[src/rtl/uart_pkg.sv]
// rtl/uart_pkg.sv - shared types and constants for the UART receiver
//
// Holds the receiver state enumeration, the data width and the default
// line/clock rates used as parameter defaults by uart_rx and uart_rx_tick.

package uart_pkg;

    // Number of data bits in an 8N1 frame.
    localparam int UART_DATA_BITS = 8;

    // Default serial bit rate (bits/s) and system clock frequency (Hz).
    localparam int DEFAULT_BAUD_RATE  = 57_600;
    localparam int DEFAULT_CLOCK_RATE = 50_000_000;

    // Default number of sample ticks per bit; must be even and >= 4.
    localparam int DEFAULT_OVERSAMPLE = 16;

    // Receiver frame states.
    typedef enum logic [2:0] {
        ST_IDLE  = 3'd0,
        ST_START = 3'd1,
        ST_DATA  = 3'd2,
        ST_STOP  = 3'd3,
        ST_BREAK = 3'd4
    } uart_rx_state_e;

endpackage

[src/rtl/uart_rx_tick.sv]
// rtl/uart_rx_tick.sv - oversample tick generator for the UART receiver
//
// Ports:
//   clk   in  system clock, rising edge
//   rst   in  asynchronous active-high reset
//   clear in  hold the down-counter at its reload value
//   run   in  let the down-counter run
//   tick  out one-clk pulse each time the running counter reaches zero
//
// The divider is CLOCK_RATE/(BAUD_RATE*OVERSAMPLE) with integer truncation,
// clamped to at least 1 so extreme parameter choices still elaborate.

module uart_rx_tick
    import uart_pkg::*;
#(
    parameter int BAUD_RATE  = DEFAULT_BAUD_RATE,
    parameter int CLOCK_RATE = DEFAULT_CLOCK_RATE,
    parameter int OVERSAMPLE = DEFAULT_OVERSAMPLE
) (
    input  logic clk,
    input  logic rst,
    input  logic clear,
    input  logic run,
    output logic tick
);

    localparam int DIV_RAW = CLOCK_RATE / (BAUD_RATE * OVERSAMPLE);
    localparam int DIV     = (DIV_RAW < 1) ? 1 : DIV_RAW;
    localparam int CW      = (DIV > 1) ? $clog2(DIV) : 1;
    localparam logic [CW-1:0] RELOAD = CW'(DIV - 1);

    logic [CW-1:0] cnt_q;
    logic [CW-1:0] cnt_d;

    // clear wins over run so the counter is parked at the reload value
    // while the receiver waits for a start edge.
    always_comb begin
        cnt_d = cnt_q;
        if (clear) begin
            cnt_d = RELOAD;
        end else if (run) begin
            if (cnt_q == '0) begin
                cnt_d = RELOAD;
            end else begin
                cnt_d = cnt_q - CW'(1);
            end
        end
    end

    always_ff @(posedge clk or posedge rst) begin
        if (rst) begin
            cnt_q <= RELOAD;
        end else begin
            cnt_q <= cnt_d;
        end
    end

    assign tick = run && !clear && (cnt_q == '0);

endmodule

[src/rtl/uart_rx.sv]
// rtl/uart_rx.sv - 8N1 LSB-first UART receiver with oversampled bit timing
//
// Ports:
//   clk           in   system clock, rising edge
//   rst           in   asynchronous active-high reset
//   rx_in         in   serial line, asynchronous to clk, idle high
//   rx_data       out  last received byte
//   rx_data_valid out  rx_data holds a byte not yet acknowledged
//   rx_data_ack   in   consumer accepts rx_data (only while valid is high)
//   frame_err     out  one-clk pulse: stop bit sampled low
//   overrun_err   out  one-clk pulse: byte completed while valid still high
//   busy          out  receiver is in any state other than IDLE

module uart_rx
    import uart_pkg::*;
#(
    parameter int BAUD_RATE  = DEFAULT_BAUD_RATE,
    parameter int CLOCK_RATE = DEFAULT_CLOCK_RATE,
    parameter int OVERSAMPLE = DEFAULT_OVERSAMPLE
) (
    input  logic                      clk,
    input  logic                      rst,
    input  logic                      rx_in,
    output logic [UART_DATA_BITS-1:0] rx_data,
    output logic                      rx_data_valid,
    input  logic                      rx_data_ack,
    output logic                      frame_err,
    output logic                      overrun_err,
    output logic                      busy
);

    localparam int IW = $clog2(OVERSAMPLE);
    localparam int BW = $clog2(UART_DATA_BITS);
    localparam logic [IW-1:0] HALF_LAST = IW'(OVERSAMPLE / 2 - 1);
    localparam logic [IW-1:0] FULL_LAST = IW'(OVERSAMPLE - 1);
    localparam logic [BW-1:0] BIT_LAST  = BW'(UART_DATA_BITS - 1);

    // Two-flop synchronizer; both flops reset to the idle (high) level so a
    // frame is only picked up from a genuine falling edge after reset.
    logic [1:0] sync_q;
    logic       rx_s;

    always_ff @(posedge clk or posedge rst) begin
        if (rst) begin
            sync_q <= 2'b11;
        end else begin
            sync_q <= {sync_q[0], rx_in};
        end
    end

    assign rx_s = sync_q[1];

    uart_rx_state_e            state_q;
    logic [IW-1:0]             tick_idx_q;
    logic [BW-1:0]             bit_cnt_q;
    logic [UART_DATA_BITS-1:0] shift_q;
    logic [UART_DATA_BITS-1:0] rx_data_q;
    logic                      valid_q;
    logic                      frame_err_q;
    logic                      overrun_err_q;
    logic                      busy_q;

    logic tick;
    logic tick_clear;
    logic tick_run;

    // Counter is parked in IDLE so the first tick after a start edge lands
    // exactly DIV clocks later; it runs freely in every other state.
    assign tick_clear = (state_q == ST_IDLE);
    assign tick_run   = (state_q != ST_IDLE);

    uart_rx_tick #(
        .BAUD_RATE  (BAUD_RATE),
        .CLOCK_RATE (CLOCK_RATE),
        .OVERSAMPLE (OVERSAMPLE)
    ) u_tick (
        .clk   (clk),
        .rst   (rst),
        .clear (tick_clear),
        .run   (tick_run),
        .tick  (tick)
    );

    always_ff @(posedge clk or posedge rst) begin
        if (rst) begin
            state_q       <= ST_IDLE;
            tick_idx_q    <= '0;
            bit_cnt_q     <= '0;
            shift_q       <= '0;
            rx_data_q     <= '0;
            valid_q       <= 1'b0;
            frame_err_q   <= 1'b0;
            overrun_err_q <= 1'b0;
            busy_q        <= 1'b0;
        end else begin
            // Error flags are single-clock pulses by construction.
            frame_err_q   <= 1'b0;
            overrun_err_q <= 1'b0;

            // Consume the held byte; a byte completing on this same clock
            // re-asserts valid further down and takes precedence.
            if (valid_q && rx_data_ack) begin
                valid_q <= 1'b0;
            end

            case (state_q)
                ST_IDLE: begin
                    if (!rx_s) begin
                        state_q    <= ST_START;
                        tick_idx_q <= '0;
                        busy_q     <= 1'b1;
                    end
                end

                // Re-check the start bit at mid-bit to reject short glitches.
                ST_START: begin
                    if (tick) begin
                        if (tick_idx_q == HALF_LAST) begin
                            tick_idx_q <= '0;
                            if (!rx_s) begin
                                state_q   <= ST_DATA;
                                bit_cnt_q <= '0;
                            end else begin
                                state_q <= ST_IDLE;
                                busy_q  <= 1'b0;
                            end
                        end else begin
                            tick_idx_q <= tick_idx_q + IW'(1);
                        end
                    end
                end

                // Sampling point stays at mid-bit: one full bit after the
                // mid-start sample, then one full bit per data bit.
                ST_DATA: begin
                    if (tick) begin
                        if (tick_idx_q == FULL_LAST) begin
                            tick_idx_q <= '0;
                            shift_q    <= {rx_s, shift_q[UART_DATA_BITS-1:1]};
                            if (bit_cnt_q == BIT_LAST) begin
                                state_q <= ST_STOP;
                            end else begin
                                bit_cnt_q <= bit_cnt_q + BW'(1);
                            end
                        end else begin
                            tick_idx_q <= tick_idx_q + IW'(1);
                        end
                    end
                end

                ST_STOP: begin
                    if (tick) begin
                        if (tick_idx_q == FULL_LAST) begin
                            tick_idx_q <= '0;
                            if (rx_s) begin
                                state_q   <= ST_IDLE;
                                busy_q    <= 1'b0;
                                rx_data_q <= shift_q;
                                valid_q   <= 1'b1;
                                // An ack on this clock frees the slot, so
                                // the overwrite is not an overrun.
                                overrun_err_q <= valid_q && !rx_data_ack;
                            end else begin
                                state_q     <= ST_BREAK;
                                frame_err_q <= 1'b1;
                            end
                        end else begin
                            tick_idx_q <= tick_idx_q + IW'(1);
                        end
                    end
                end

                // Line held low past the stop bit: wait for it to go idle so
                // the tail of a break is not mistaken for a new start bit.
                ST_BREAK: begin
                    if (rx_s) begin
                        state_q <= ST_IDLE;
                        busy_q  <= 1'b0;
                    end
                end

                default: begin
                    state_q <= ST_IDLE;
                    busy_q  <= 1'b0;
                end
            endcase
        end
    end

    assign rx_data       = rx_data_q;
    assign rx_data_valid = valid_q;
    assign frame_err     = frame_err_q;
    assign overrun_err   = overrun_err_q;
    assign busy          = busy_q;

endmodule

[config.mk]
export PLATFORM = sky130hd
export DESIGN_NAME = uart_rx
export DESIGN_NICKNAME = d
export VERILOG_FILES = /design/src/rtl/uart_pkg.sv /design/src/rtl/uart_rx_tick.sv /design/src/rtl/uart_rx.sv
export SDC_FILE = /design/constraint.sdc
export NUM_CORES = 1
export LEC_CHECK = 0
export BUFFER_PORTS_ARGS = -buffer_cell sky130_fd_sc_hd__buf_4
export CORE_MARGIN = 5
export CORE_UTILIZATION = 55
export CTS_CLUSTER_DIAMETER = 200
export DETAILED_ROUTE_END_ITERATION = 6
export PLACE_DENSITY = 0.71
export SKIP_LAST_GASP = 1
export SLEW_MARGIN = 20
export SYNTH_ARGS = -nofsm -noshare
export SYNTH_HDL_FRONTEND = slang
export SYNTH_SLANG_ARGS = --single-unit
[constraint.sdc]
create_clock -name clk -period 3.11 [get_ports clk]
set_clock_uncertainty 0.2 [all_clocks]
set_input_delay 0.4665 -clock clk [delete_from_list [all_inputs] [get_ports clk]]
set_output_delay 0.4665 -clock clk [all_outputs]
set_load 0.02 [all_outputs]
# Word level (Yosys, flattened, before mapping)
# Index checks and enable logic that the tools add are counted.
[totals] out_inout_bits=12 input_bits=4 register_bits=38
[op_classes] bitwise=1 reduce_logical=19 eq_ne=19 muxes=48 addsub=3
[op_table] op="two-way mux 3 bit" n=16
[op_table] op="!= test 2 bit, second input constant" n=11
[op_table] op="two-way mux 4 bit" n=5
[op_table] op="two-way mux 1 bit" n=19
[op_table] op="two-way mux 6 bit" n=3
[op_table] op="case mux 3 bit (5 select lines)" n=1
[op_table] op="case mux 4 bit (3 select lines)" n=1
[op_table] op="AND reduction 9 bit" n=1
[op_table] op="AND reduction 4 bit" n=2
[op_table] op="AND reduction 7 bit" n=1
[op_table] op="equality test 3 x 2 -> 1 bit, second input constant" n=2
[op_table] op="equality test 3 bit, second input constant" n=2
[op_table] op="zero test 6 bit" n=1
[op_table] op="case mux 3 bit (2 select lines)" n=1
[op_table] op="AND reduction 6 bit" n=1
[op_table] op="nonzero test 3 bit" n=2
[op_table] op="subtractor 6 x 1 -> 6 bit, second input constant" n=1
[op_table] op="case mux 1 bit (5 select lines)" n=1
[op_table] op="adder 4 x 1 -> 4 bit, second input constant" n=1
[op_table] op="equality test 4 x 3 -> 1 bit, second input constant" n=1
[op_table] op="equality test 4 bit, second input constant" n=1
[op_table] op="logical AND 1 bit" n=4
[op_table] op="nonzero test 2 bit" n=2
[op_table] op="adder 3 x 1 -> 3 bit, second input constant" n=1
[op_table] op="8 further kinds" n=9

# Logic depth before layout (Yosys ltp)
[logic_depth] word_depth=6 mapped_depth=8 mapped_depth_nobuf=6

# Hierarchy
# A second synthesis with hierarchy kept.
[hier_totals] cells_unflattened=167 hier_area_um2=1941.9
[by_module_without_submodules] module="uart_rx" cells_per_inst=125 n_inst=1 area_each_um2=1551.5
[by_module_without_submodules] module="uart_rx_tick" cells_per_inst=42 n_inst=1 area_each_um2=390.4

# Worst setup path after synthesis
# OpenSTA, ideal clock, no wires.
[synth_timing] path_type="reg-to-reg" from="reg u_tick.cnt_q[0]" to="reg tick_idx_q[3]" slack_ns=0.657 n_path_buf=1 required_time_ns=2.820 t_arrival_ns=2.163 path_stages_with_launch=8 synth_period_minus_slack_ns=2.453 cell_sequence="dfstp_2 > inv_1 > ha_1 > or4b_1 > buf_2 > or4_4 > or4_1 > o221ai_1"
[synth_between] elab_chain_len=4
[synth_rtl] item="start: declaration" line="uart_rx_tick.sv:32" rtl="logic [CW-1:0] cnt_q;"
[synth_rtl] item="start signal: assignment" line="uart_rx_tick.sv:54" rtl="cnt_q <= cnt_d;"
[synth_rtl] item="zero test 6 bit *" line="uart_rx_tick.sv:58" rtl="assign tick = run && !clear && (cnt_q == '0);"
[synth_rtl] item="logical AND 1 bit *" line="uart_rx_tick.sv:58"
[synth_rtl] item="!= test 2 x 1 -> 1 bit (no source line) / != test 2 bit (equally long branches)"
[synth_rtl] item="AND reduction 4 bit (no source line) *"
[synth_rtl] item="end signal: assignment" line="uart_rx.sv:128" rtl="tick_idx_q <= tick_idx_q + IW'(1);"
[synth_rtl] item="end signal: assignment" line="uart_rx.sv:146" rtl="tick_idx_q <= tick_idx_q + IW'(1);"
[synth_rtl] item="end signal: assignment" line="uart_rx.sv:168" rtl="tick_idx_q <= tick_idx_q + IW'(1);"
[synth_rtl] item="end: declaration" line="uart_rx.sv:54" rtl="logic [IW-1:0] tick_idx_q;"
# Mark *: on every way between the ends. The rest lies on a longest branch, timed or not.
# A chain may end at the register's enable or synchronous reset.

# Worst setup path after layout
[layout_timing] from="reg u_tick.cnt_q[1]" to="reg rx_data_q[2] (netlist: rx_data[2])"
[layout_between] elab_chain_len=3
[layout_rtl] item="zero test 6 bit" line="uart_rx_tick.sv:58"
[layout_rtl] item="logical AND 1 bit" line="uart_rx_tick.sv:58"
[layout_rtl] item="AND reduction 4 bit (no source line)"
[layout_rtl] item="end signal: assignment" line="uart_rx.sv:158" rtl="rx_data_q <= shift_q;"
[layout_rtl] item="end: declaration" line="uart_rx.sv:57" rtl="logic [UART_DATA_BITS-1:0] rx_data_q;"
# No other way between the ends.

==> qor.yml <==
outcome:
  outcome: "finished clean"
synth:
  synth_area_um2: 1710
  seq_area_frac_synth_pct: 56.2
  netlist_instances: 146
  synth_cell_type_count: 40
  number_of_synthesized_flops_with_an_enable_pin: 0
  ys_async_sr_fraction_pct: 100
  dominantRegCellSynth: "dfrtp_1"
  ys_warn_count: 0
  synthesis.nets: 154
  synth.ff_latch_count: 38
  synth_area_per_cell_um2: 11.7
timing:
  period_needed_ns: 2.69
  relSlewSlack_pct: 49.0
  whs_ns: 0.0276
  slew_viol_final: 0
  max_freq_mhz: 371
  timing.final.setup_violations: 0
  tns_ns: 0
  grt_setup_unrepaired: "false"
  final_worst_path_period_share_pct: 86.6
  finalHoldViolations: 0
  worstMarginPinSlew_ns: 0.765
  worst_slack_ns: 0.416
cells_and_area:
  fin_area_um2: 1910
  numnets_final: 171
  most-common-layout-cells: "dfrtp_1, mux2_2, buf_4"
  num_antenna_cells: 0
  fin_cells: 197
  final_layout_size_suffix_gt1_share_pct: 33.5
  layout.cells.most_common: "dfrtp_1"
  area_growth_pct: 12.0
clock_network:
  clkLatencyLatePin_ns: 0.34
  cts.clk_slew.worst_paths_ns: 0.11
  post_cts_setup_buffer_count: 0
  cts_root_buf: "clkbuf_4"
  cts-buffers-inserted: 5
  cts_tree: "built"
  post_cts.resized_instances: 0
  max-clock-path-buffers: 2
  cts.htree.levels: 2
  cts.hold.buffers_added: 0
  clock_sink_count: 38
global_routing:
  grt_antenna_before_repair: 0
  grt_pass1_wl_um: 5160
  grt-ovfl-total: 0
  globalRouteTotalUtil_pct: 15.8
  maximum_number_of_pins_on_one_net_before_global_route_repair: 22
  first_global_vias: 1188
setup_path:
  worstPathCellList: "inv_1 > ha_1 > or4b_1 > nor3_2 > nand4_1 > mux2_2"
  critical_path.top_delay_family: "simple AND/OR/NAND/NOR gates"
  slowest_delay_ns: 0.58
  criticalPathCategory: "reg -> reg"
  worstPathArrival_ns: 2.72
  critical_path.startpoint_type: "flop"
  crit_buf_inv: 1
  worstPathRequired_ns: 3.14
  worstPathMaxFanout: 9
  critical-path-slowest-cell: "or4b_1"
  timing.critical_path.to_type: "flop"
min_path:
  worstHoldPathType: "in -> reg"
placement:
  buffer_ports.inserted: 15
  dp_hpwl_um: 2140
  detailed_place.area_um2: 1850
  post-place-ws_ns: 0.395
  place.gp.congestion: 0.821
  place.detailed.instances: 189
die:
  io_pins: 16
  design.die.area_um2: 4310
  die-height_um: 65.7
  die_x_um: 65.7
  initial_core_util_pct: 56.8
  core_area_um2: 3000
  std_cell_rows: 20
drt:
  route.final.wire_length_um: 2940
  antenna_violating_nets_post_route: 0
  detailedRoute.firstPassIterationCount: 4
  residual_drc: 0
  drt_iter0_markers: 31
  detail_route.wl_per_cell_um: 14.9
  route.detailed.vias_per_inst: 5.71
  via_count: 1125
pwr:
  worst_ir_drop_vdd_mv: 0.355
  p_leak_nw: 0.942
  powerDensity_nw_per_um2: 409
flow_run:
  maxCapViolations: 0
## power breakdown
part	switching (mW)	internal (mW)	total, mW	leakage (nW)
Sequential	0.00198	0.497	0.499	0.499
Clock	0.158	0.109	0.267	0.0343
Combinational	0.0108	0.00516	0.0159	0.409
Total	0.171	0.610	0.782	0.942
## kinds of logic (layout without fill, tap and decap cells)
kind of cell	Yosys count	after routing	synth area share, %
simple gates	47	47	14.9
flops	38	38	56.2
compound gates	19	19	8.07
mux	19	19	12.4
buf+inv	15	33	3.45
fa+ha+maj	4	4	2.93
xor+xnor	4	4	2.05
## metal layers
layer	global-route usage, %	wire length [um]	part of all wire, %	vias to the layer above
li1	-	-	-	551
met1	19.4	1330	45	545
met2	25.4	1450	49	22
met3	4.27	109	3.7	7
met4	8.03	50	1.7	0
met5	0	0	0	-
## area by class of cell
cell class | count | area [um^2]
clock buffers | 6 | 51.3
clock inverters | 2 | 12.5
fillers | 237 | 1090
inverters | 8 | 30.0
multi-input cells | 93 | 688
flip-flops and latches | 38 | 958
well taps | 33 | 41.3
repair buffers | 17 | 128
## worst paths after layout
kind | from | to | slack [ns] | cells past startpoint
worst max-delay path | u_tick.cnt_q[1] | rx_data[2] | 0.42 | 6
worst min-delay path | rx_in | sync_q[0] | 0.03 | 1
worst max register to register | u_tick.cnt_q[1] | rx_data[2] | 0.42 | 6
worst min register to register | sync_q[0] | sync_q[1] | 0.16 | 0
max in group asynchronous | rst | rx_data[0] | 2.02 | 3
min in group asynchronous | rst | shift_q[5] | 0.06 | 2
## synthesized netlist by cell type, types with 2 or more instances
| cell type | instances | area (um^2) |
|---|---|---|
| a21oi_1 | 4 | 20.0 |
| inv_1 | 8 | 30.0 |
| buf_2 | 2 | 10.0 |
| o21ai_0 | 2 | 10.0 |
| mux2_2 | 17 | 191 |
| dfstp_2 | 6 | 158 |
| xnor2_1 | 2 | 17.5 |
| nand2_1 | 12 | 45.0 |
| mux2i_1 | 2 | 20.0 |
| clkbuf_1 | 5 | 18.8 |
| ha_1 | 4 | 50.1 |
| o311ai_0 | 2 | 17.5 |
| nor2b_1 | 2 | 12.5 |
| xor2_1 | 2 | 17.5 |
| dfrtp_1 | 32 | 801 |
| nor2_1 | 13 | 48.8 |
| nand3_1 | 3 | 15.0 |
| nor3_1 | 2 | 10.0 |
| a22o_1 | 3 | 26.3 |
| or3b_2 | 2 | 17.5 |
| nand4_1 | 2 | 12.5 |
## state kept, by name, indices dropped and copies added, names as in the netlist
signal / count
overrun_err: 1
busy: 1
tick_idx_q: 4
frame_err: 1
u_tick.cnt_q: 6
bit_cnt_q: 3
rx_data_valid: 1
shift_q: 8
rx_data: 8
sync_q: 2
state_q: 3
## metrics by stage
step / total power [mW] / utilization, %
CTS: 0.792 / 63.6
finish: 0.782 / 63.6
floorplan: 0.516 / -
global placement: 0.524 / 61.5
global route: 0.820 / 63.6
detailed placement: 0.525 / 61.5
Power figures use the tool's default switching activity.
